===== config.mk =====
export PLATFORM = sky130hd
export DESIGN_NAME = cake_ctrl
export DESIGN_NICKNAME = d
export VERILOG_FILES = /design/src/rtl/snake_pkg.sv /design/src/rtl/cake_scan_ctr.sv /design/src/rtl/cake_ctrl.sv
export SDC_FILE = /design/constraint.sdc
export NUM_CORES = 1
export LEC_CHECK = 0
export CORE_MARGIN = 8
export CORE_UTILIZATION = 55
export DETAILED_ROUTE_END_ITERATION = 8
export GPL_TIMING_DRIVEN = 0
export PLACE_DENSITY = 0.82
export SETUP_SLACK_MARGIN = 0.02
export SYNTH_ARGS = -nofsm -noshare
export SYNTH_HDL_FRONTEND = slang
export SYNTH_HIERARCHICAL = 1
export SYNTH_SLANG_ARGS = --single-unit

===== constraint.sdc =====
create_clock -name clk -period 3.8 [get_ports clk]
set_input_delay 0.38 -clock clk [delete_from_list [all_inputs] [get_ports clk]]
set_output_delay 0.38 -clock clk [all_outputs]
set_load 0.005 [all_outputs]

===== src/rtl/snake_pkg.sv =====
// snake_pkg: shared playfield geometry, cake placement defaults and state type
package snake_pkg;
  localparam int DEF_GRID_W    = 40;
  localparam int DEF_GRID_H    = 30;
  localparam int DEF_CELL_LOG2 = 4;
  localparam int DEF_MAX_TRIES = 8;
  localparam int XW            = 6;
  localparam int YW            = 5;
  localparam int SCAN_W        = 11;
  typedef enum logic [2:0] {
    IDLE,
    SAMPLE_X,
    SAMPLE_Y,
    QUERY,
    SCAN,
    PLACED,
    FULL
  } cake_state_t;
endpackage


===== src/rtl/cake_scan_ctr.sv =====
// cake_scan_ctr: wrap-around cell stepper with visited-cell counter for the fallback scan
module cake_scan_ctr
  import snake_pkg::*;
#(
  parameter int GRID_W = DEF_GRID_W,
  parameter int GRID_H = DEF_GRID_H
) (
  input  logic          clk,
  input  logic          rst_n,
  input  logic          load,
  input  logic          step,
  input  logic [XW-1:0] ld_x,
  input  logic [YW-1:0] ld_y,
  output logic [XW-1:0] x,
  output logic [YW-1:0] y,
  output logic          full
);
  localparam logic [XW-1:0]     XMAX = XW'(GRID_W - 1);
  localparam logic [YW-1:0]     YMAX = YW'(GRID_H - 1);
  localparam logic [SCAN_W-1:0] LAST = SCAN_W'(GRID_W * GRID_H - 1);
  logic [SCAN_W-1:0] cnt;
  // full flags the current cell as the last unvisited one, so a hit on it ends the scan
  assign full = cnt == LAST;
  always_ff @(posedge clk or negedge rst_n)
    if (!rst_n) begin
      x   <= '0;
      y   <= '0;
      cnt <= '0;
    end else if (load) begin
      x   <= ld_x;
      y   <= ld_y;
      cnt <= '0;
    end else if (step) begin
      x   <= x == XMAX ? '0 : x + 1'b1;
      y   <= x != XMAX ? y : y == YMAX ? '0 : y + 1'b1;
      cnt <= cnt + 1'b1;
    end
endmodule


===== src/rtl/cake_ctrl.sv =====
// cake_ctrl: picks a free playfield cell for the cake via random tries, then a linear scan
module cake_ctrl
  import snake_pkg::*;
#(
  parameter int GRID_W    = DEF_GRID_W,
  parameter int GRID_H    = DEF_GRID_H,
  parameter int CELL_LOG2 = DEF_CELL_LOG2,
  parameter int MAX_TRIES = DEF_MAX_TRIES
) (
  input  logic          clk,
  input  logic          rst_n,
  input  logic [8:0]    rand_num,
  input  logic          eat,
  output logic          occ_req,
  output logic [XW-1:0] occ_x,
  output logic [YW-1:0] occ_y,
  input  logic          occ_ack,
  input  logic          occ_hit,
  output logic [9:0]    box_x,
  output logic [9:0]    box_y,
  output logic          food_valid,
  output logic          placed,
  output logic          busy,
  output logic          board_full
);
  localparam int            TW   = $clog2(MAX_TRIES + 1);
  localparam logic [XW-1:0] XMAX = XW'(GRID_W - 1);
  localparam logic [YW-1:0] YMAX = YW'(GRID_H - 1);
  cake_state_t   state, state_nx;
  logic [XW-1:0] cx, qx, sx;
  logic [YW-1:0] qy, sy;
  logic [TW-1:0] tries;
  logic          start, x_ok, y_ok, fail, tries_out, scan_load, scan_step, scan_full;
  logic          unused_rand;
  assign unused_rand = ^rand_num[8:XW];
  // food_valid is low in IDLE only straight after reset, which starts the first cake
  assign start     = state == IDLE && (eat || !food_valid);
  assign x_ok      = rand_num[XW-1:0] <= XMAX;
  assign y_ok      = rand_num[YW-1:0] <= YMAX;
  assign fail      = (state == SAMPLE_X && !x_ok) || (state == SAMPLE_Y && !y_ok) ||
                     (state == QUERY && occ_ack && occ_hit);
  assign tries_out = fail && tries == TW'(MAX_TRIES - 1);
  assign scan_load = state != SCAN && state_nx == SCAN;
  assign scan_step = state == SCAN && occ_ack && occ_hit;
  assign occ_req    = state == QUERY || state == SCAN;
  assign occ_x      = state == SCAN ? sx : qx;
  assign occ_y      = state == SCAN ? sy : qy;
  assign busy       = occ_req || state == SAMPLE_X || state == SAMPLE_Y;
  assign placed     = state == PLACED;
  assign board_full = state == FULL;
  always_comb begin
    state_nx = state;
    case (state)
      IDLE:     state_nx = start ? SAMPLE_X : IDLE;
      SAMPLE_X: state_nx = tries_out ? SCAN : x_ok ? SAMPLE_Y : SAMPLE_X;
      SAMPLE_Y: state_nx = tries_out ? SCAN : y_ok ? QUERY : SAMPLE_X;
      QUERY:    state_nx = !occ_ack ? QUERY : tries_out ? SCAN : occ_hit ? SAMPLE_X : PLACED;
      SCAN:     state_nx = !occ_ack ? SCAN : !occ_hit ? PLACED : scan_full ? FULL : SCAN;
      PLACED:   state_nx = IDLE;
      default:  state_nx = state;
    endcase
  end
  // qx/qy hold the last in-range candidate, which also seeds the fallback scan
  always_ff @(posedge clk or negedge rst_n)
    if (!rst_n) begin
      state      <= IDLE;
      cx         <= '0;
      qx         <= '0;
      qy         <= '0;
      tries      <= '0;
      food_valid <= 1'b0;
      box_x      <= '0;
      box_y      <= '0;
    end else begin
      state <= state_nx;
      if (state == SAMPLE_X) cx <= rand_num[XW-1:0];
      if (start) begin
        tries <= '0;
        qx    <= '0;
        qy    <= '0;
      end else begin
        if (fail) tries <= tries + 1'b1;
        if (state == SAMPLE_Y && y_ok) begin
          qx <= cx;
          qy <= rand_num[YW-1:0];
        end
      end
      if (start) food_valid <= 1'b0;
      else if (state_nx == PLACED) food_valid <= 1'b1;
      if (state_nx == PLACED) begin
        box_x <= 10'(occ_x) << CELL_LOG2;
        box_y <= 10'(occ_y) << CELL_LOG2;
      end
    end
  cake_scan_ctr #(.GRID_W(GRID_W), .GRID_H(GRID_H)) u_scan (
    .clk  (clk),
    .rst_n(rst_n),
    .load (scan_load),
    .step (scan_step),
    .ld_x (qx),
    .ld_y (qy),
    .x    (sx),
    .y    (sy),
    .full (scan_full)
  );
endmodule


==> run metrics <==
Post-Syn Area 3140 um2; gr usage total 18.2%; #FFs+latches synth 58; pre-CTS WS between 800 and 900 ps; Unique masters post-synth 55; number of global-route vias before repair 2506; FMAX 301 MHz; Max-Cap Viols 0; Slew Limit Fails 0; Crit. End Element output port; area grow syn2layout 21.3%; crit path max fanout 10; crit-path cells buf_2, nor3b_2, clkbuf_1, mux2_2, clkdlybuf4s50_1; ys async rst share 100%; Sw Ratio between 30% and 40%; most common cell after layout, fill and taps aside dfrtp_1; die width 91.5 um; clk buf depth 2; cts bufs inserted 9; critical path class reg2out; Diodes inserted 0; Post-Synthesis Cells 299; static leakage 1.70 nW; DR vias/cell 5.70; io pins 50; Routed Antenna Nets 0; CTS tree done; Core Region around 5500 um2; final-report hold violation count 0; Tmin final between 3000 and 4000 ps; die height approximately 92 um; Worst slew margin between 40% and 50%; CTS resizes 0; CP peak stage delay 610 ps; setup TNS 0 ps; Initial Util 56.9%; Syn. warnings 6; first drt pass iteration count 4; Routed WL roughly 7300 um; sequential cell fraction of total power a little under two fifths; syn_area_per_cell 10.5 um2; status completed; RSZ-0062 raised after global routing false; Pwr Density approximately 660 nW/um2; WP data arrival 2940 ps; Worst setup SP type flip-flop; IO Port Bufs 37; register area share after synthesis 46.3%; layout net count about 380; Worst VDD drop roughly 450 uV; gr ovfl total 0; postcts setup bufs 0; Critical-path top delay cell clkbuf_1; H-tree depth 3; P_int 0.00165 W; FILL cells ~420; Std-Cell Rows 27; multi-input logic area 1530 um2; post-layout util 69.1%; via count 2468; Clk Latency, worst-skew pair 330 ps; initial antenna violation count 0; most frequent cells in the layout dfrtp_1 (58), clkdlybuf4s50_1 (36), nand2_1 (32); Post-synth EDFFs 0; Clock Skews 4.85 ps; largest net degree at the start of global routing 34; 1st-iter DRT viols 153; clock network fraction of design power between 15 and 20%; Comb pwr share between 40% and 50%; clock transition at the registers of the reported paths 60 ps; # hold bufs at CTS 0; GP Congestion 0.811; hpwl dp 5080 um; DRC viols 0; measured slew at the worst slew-check pin 771 ps; endpoints failing setup 0; share of cells above drive strength 1 18.0%; WL per Instance 16.8 um; Die ar. 8370 um2; Final period util roughly 87%; Register-to-Register Path Depth 8; Final WS setup about 480 ps; HP Class in2async; clk sinks 58; top_reg_cell synth dfrtp_1; first-pass GRT wire length 12400 um; FF+latch area 1450 um2; Req. time, crit path 3420 ps; Switch Pwr 0.000875 W; root buf cell clkbuf_8
==> worst max-delay path, delay by kind of cell, from the launching register on <==
family	cells	cell delay (ps)
and+or+nand+nor	1	510
DFF	1	390
buffers and inverters	3	1280
muxes	1	430
==> sequential cells by signal, summed over array words and instances, names as in the netlist <==
name and cells:
box_x 6, box_y 5, cx 6, food_valid 1, qx 6, qy 5, state 3, tries 4
u_scan/cnt 11, u_scan/x 6, u_scan/y 5
==> kinds of logic (layout without fill, tap and decap cells) <==
| family | Yosys count | after routing | synth area share, % |
|---|---|---|---|
| compound gates | 56 | 56 | 12.4 |
| xor+xnor | 12 | 12 | 3.35 |
| fa+ha+maj | 5 | 5 | 2.00 |
| buf+inv | 32 | 86 | 5.75 |
| flops | 58 | 58 | 46.3 |
| mux | 28 | 28 | 10.9 |
| other cells | 1 | 9 | 0.120 |
| simple gates | 107 | 107 | 19.2 |
==> worst paths after layout <==
path | from | endpoint | slack [ps]
max in group asynchronous | rst_n | cx[4] | 3150
worst max register to register | state[1] | u_scan/cnt[10] | 790
min in group clk | cx[4] | cx[4] | 480
worst min-delay path | rst_n | u_scan/cnt[10] | 60
worst max-delay path | state[1] | occ_y[3] | 480
worst min register to register | cx[4] | cx[4] | 480
==> Yosys cell counts (7+ instances only) <==
master    count  share of area (%)
o21ai_0      19                3.0
a21oi_1       9                1.4
inv_1         8               0.96
mux2_4        9                4.3
nor2_1       20                2.4
xnor2_1       7                2.0
buf_4        11                2.6
nand2_1      32                3.8
clkbuf_1      8               0.96
nand3_1       9                1.4
mux2_2       13                4.7
dfrtp_1      58                 46
a22o_1       11                3.1
==> power by group through the flow <==
stage	Clock, W	Combinational [W]	Sequential, W
floorplan	0	0.000683	0.000909
global placement	0	0.00106	0.000931
detailed placement	0	0.00109	0.000942
CTS	0.000496	0.00111	0.000933
global route	0.000530	0.00120	0.000959
finish	0.000489	0.00110	0.000934
==> routing by layer <==
| metal | track usage, % | part of all wire, % | vias up | wire length (um) |
|---|---|---|---|---|
| met5 | 0 | 0 | - | 0 |
| met4 | 7.50 | 1.8 | 0 | 132 |
| met3 | 5.02 | 5.5 | 15 | 399 |
| met2 | 29.4 | 49 | 74 | 3560 |
| met1 | 22.5 | 44 | 1215 | 3180 |
| li1 | - | - | 1164 | - |
==> metrics by stage <==
stage | cell area [um2] | total power (W) | hold slack, ps | cells
detailed placement | 3640 | 0.00204 | 425 | 417
global placement | 3630 | 0.00199 | 459 | 416
CTS | 3800 | 0.00254 | 71.4 | 433
floorplan | 3170 | 0.00159 | 84.4 | 307
finish | 3800 | 0.00252 | 55.6 | 433
global route | 3800 | 0.00269 | 98.1 | 433
==> final cells by class <==
class                      count  share of cell area, %
clock buffer                  13                   3.91
sequential                    58                   38.1
multi-input combinational    217                   40.3
tap                           72                   2.37
inverter                       8                  0.789
clock inverter                 3                  0.395
buffer                        24                   3.95
timing repair buffer          38                   10.1
No activity file was read; power rests on OpenSTA's default activity.
==> variant 1, RTL diff (config.mk and constraints unchanged) <==
Set the package constant `YW` to 6 (it was 5).
--- a/src/rtl/snake_pkg.sv
+++ b/src/rtl/snake_pkg.sv
@@ -5,7 +5,7 @@
   localparam int DEF_CELL_LOG2 = 4;
   localparam int DEF_MAX_TRIES = 8;
   localparam int XW            = 6;
-  localparam int YW            = 5;
+  localparam int YW            = 6;
   localparam int SCAN_W        = 11;
   typedef enum logic [2:0] {
     IDLE,
Interface: changed (resized occ_y); port bits go from 50 to 51. No check against the original RTL was run, so the function may have changed too.
==> variant 1 against the original RTL <==
- combinational power fell by 9%
- utilization shrank 0.79 points
- die area up 3.0%
- total power grew 1.6%
- sequential power is 5.8% higher
- sequential cell count up 3
- critical path depth stayed put
- final area up 4.4%
- setup slack lost 0.21 ns
- count of clock-buffer cells in the layout down 2
- wire length up 1.8%
- via count up 2.6%
- synthesized area increased by 3.7%
==> variant 1: results <==
[final_layout]
largest_reg_flops = 11
nets = 392

[global_routing]
grt_pass1_vias = 2550
grt_use_met2_pct = 28.5
use_met1_pct = 21.9
grt_pass1_wl_mm = 12.2
grt_usage_pct = 17.8
grt_util_met3_pct = 3.72
grt_antenna_before_repair = 0

[timing]
fin_skew_ns = 0.00737
worst_pin_slew_ns = 0.959
hold_ws_ns = 0.0700
period_share_pct = 92.9

[place]
numPortBuffers = 39
placedCellCount = 437
placed_area_sq_mm = 0.00378
gp_congestion = 0.900
dpl.hpwl_mm = 5.40
pre_cts_ws_ns = 0.386

[setup_path]
crit_start = state[2]
reg2reg_slack_ns = 0.60
slowest_stage = nor3b_2
r2r-end = u_scan/y[2]
crit_path_max_incr_delay_ns = 0.53
arrival_ns = 3.15
crit_path_end = occ_y[4]

[synth]
synth_cell_type_count = 53
avgSynthCellArea_sq_um = 10.3
ys_seq_area_share_pct = 47.0
synth_area_leaders = dfrtp_1 47%, mux2_2 7.6%, nand2_1 4.6%
synth_mux_area_share_pct = 11.7
synth-xor-area-share_pct = 3.50
synth_common_cells = 61 x dfrtp_1, 40 x nand2_1, 22 x mux2_2, 19 x nand3_1, 17 x nor2_1
synth-compound-area-share_pct = 8.39
synth_adder_area_share_pct = 1.92

[routing]
route.met2.wl_mm = 3.52
drtPass1Iterations = 5
wl_per_cell_microns = 16.3
dr_wl_met3_microns = 418
vias = 2531
drt_iter0_markers = 129
wl_met1_mm = 3.32

[floorplan]
core_area_sq_mm = 0.00582

[cts]
ctsResizeCount = 1

[outcome]
outcome = completed

[pwr]
p_leak_uw = 0.00178
peakVddDrop_uv = 532
## variant 1: cell count changes after synthesis, moves of 7 or more
cell	before	now
a22o_1	11	0
mux2_1	0	9
mux2_2	13	22
mux2_4	9	0
nand2_1	32	40
nand3_1	9	19
o21ai_0	19	12
## variant 1: final cells by class
type | count | area, sq um
buffer | 21 | 126
clock buffer | 11 | 141
clock inverter | 5 | 50.0
fill | 485 | 1840
inverter | 12 | 45.0
multi-input combinational | 228 | 1580
sequential | 61 | 1530
tap | 75 | 93.8
timing repair buffer | 40 | 405
## variant 1: worst max-delay path: cells and delay by family, from the launching register on
kind          cells  cell delay [ns]
buf+inv           3             1.36
flops             1             0.47
mux               1             0.43
simple gates      1             0.53
## variant 1: where the power goes
group | total, uW | switching, uW | internal, uW | leakage (uW)
clock network | 568 | 252 | 316 | 0.000103
registers | 988 | 152 | 837 | 0.000790
logic | 1000 | 457 | 546 | 0.000884
==> variant 2, RTL diff (config.mk and constraints unchanged) <==
Without the edit above. Re-encode `cake_state_t` (7 states) as one-hot, 7 bits wide.
--- a/src/rtl/snake_pkg.sv
+++ b/src/rtl/snake_pkg.sv
@@ -7,14 +7,14 @@
   localparam int XW            = 6;
   localparam int YW            = 5;
   localparam int SCAN_W        = 11;
-  typedef enum logic [2:0] {
-    IDLE,
-    SAMPLE_X,
-    SAMPLE_Y,
-    QUERY,
-    SCAN,
-    PLACED,
-    FULL
+  typedef enum logic [6:0] {
+    IDLE     = 7'b0000001,
+    SAMPLE_X = 7'b0000010,
+    SAMPLE_Y = 7'b0000100,
+    QUERY    = 7'b0001000,
+    SCAN     = 7'b0010000,
+    PLACED   = 7'b0100000,
+    FULL     = 7'b1000000
   } cake_state_t;
 endpackage
 
Formal check against the unedited RTL: same outputs for any inputs over 10 cycles, from zero or initial values and one cycle with rst_n low; not proved beyond that.
==> variant 2 against the original RTL <==
- setup slack improved by 0.67 ns
- sequential cell count increased by 4
- first-iteration DRC count decreased by 2.0%
- largest cell class unchanged
- final area increased by 7.3%
- synthesized area increased by 8.7%
- wire length increased by 2.7%
- via count increased by 6.9%
- synthesized cell count increased by 6.4%
- global-route usage decreased by 0.10 points
Power is not compared: it rests on default switching activity, and its combinational part moved more than twofold at a synthesized area within 25%.
==> variant 2: results <==
[place]
placed_area_sq_mm = 0.00390
gp_congestion = 0.897
placedCellCount = 438
pre_cts_ws_ns = 0.897
dpl.hpwl_mm = 5.32

[timing]
period_share_pct = 69.6
fin_skew_ns = 0.0143
hold_ws_ns = 0.0900

[global_routing]
grt_max_degree = 63
grt_usage_pct = 18.1
grt_pass1_wl_mm = 12.8

[synth]
ys_seq_elements = 62
synth_common_cells = 61 x dfrtp_1, 24 x nor2_1, 23 x nand2_1, 21 x mux2_2, 17 x o21ai_0
synth_cells = 318
ys_seq_area_share_pct = 45.5
synth_cell_type_count = 61
synth_area_leaders = dfrtp_1 45%, mux2_2 6.9%, mux2i_1 3.5%

[routing]
wl_per_cell_microns = 16.5
vias = 2639
drt_iter0_markers = 150

[setup_path]
reg2reg_slack_ns = 1.22
timing.rr.start = state[0]
crit_start = state[6]
arrival_ns = 2.27
slowest_stage = dfrtp_1
r2r_cells = 10
r2r-end = u_scan/y[1]
crit_path_max_incr_delay_ns = 0.49

[final_layout]
nets = 393
multi_input_cells = 229
final_core_util_pct = 68.5
multi_input_area_share_pct = 41.3
fill_cells = 479
seq_share_pct = 38.0
stdcell_count = 453
clock_area_share_pct = 4.41
area_share_nonclk_buffers_pct = 13.0
clockBufferCount = 11
drive_above_1_share_pct = 21.2
nonClockInverterCount = 11
num-nonclk-buffers = 61

[cts]
post_cts_buffers = 0
clk_path_buf_depth = 2
clock_latency_ns = 0.35

[floorplan]
nWellTaps = 75

[pwr]
p_leak_uw = 0.00189

[outcome]
outcome = completed
==> variant 2: cell count changes after synthesis, sizes merged, moves of 4 or more <==
cell    before  now
buf         15   20
nor2        20   25
nor2b        6    2
nand2       32   24
mux2        22   29
clkbuf       9    4
mux2i        6   12
==> variant 2: logic make-up after synthesis <==
logic type | Yosys count | share of synthesized area, %
fa+ha+maj | 5 | 1.83
simple gates | 103 | 17.7
compound gates | 58 | 11.6
flops | 62 | 45.5
buf+inv | 35 | 5.94
mux | 41 | 14.0
xor+xnor | 13 | 3.34
other cells | 1 | 0.110
==> variant 2: metal layers <==
metal	up-vias	share of wire, %	track usage (%)
met3	14	6.4	5.40
li1	1252	-	-
met2	78	48	28.1
met4	0	2.1	7.15
met1	1295	44	23.3
met5	-	0	0
==> variant 2: power breakdown <==
| group | total (uW) | switching, uW | internal, uW |
|---|---|---|---|
| combinational | 48.9 | 26.7 | 22.2 |
| clock | 551 | 252 | 298 |
| sequential | 672 | 5.40 | 667 |
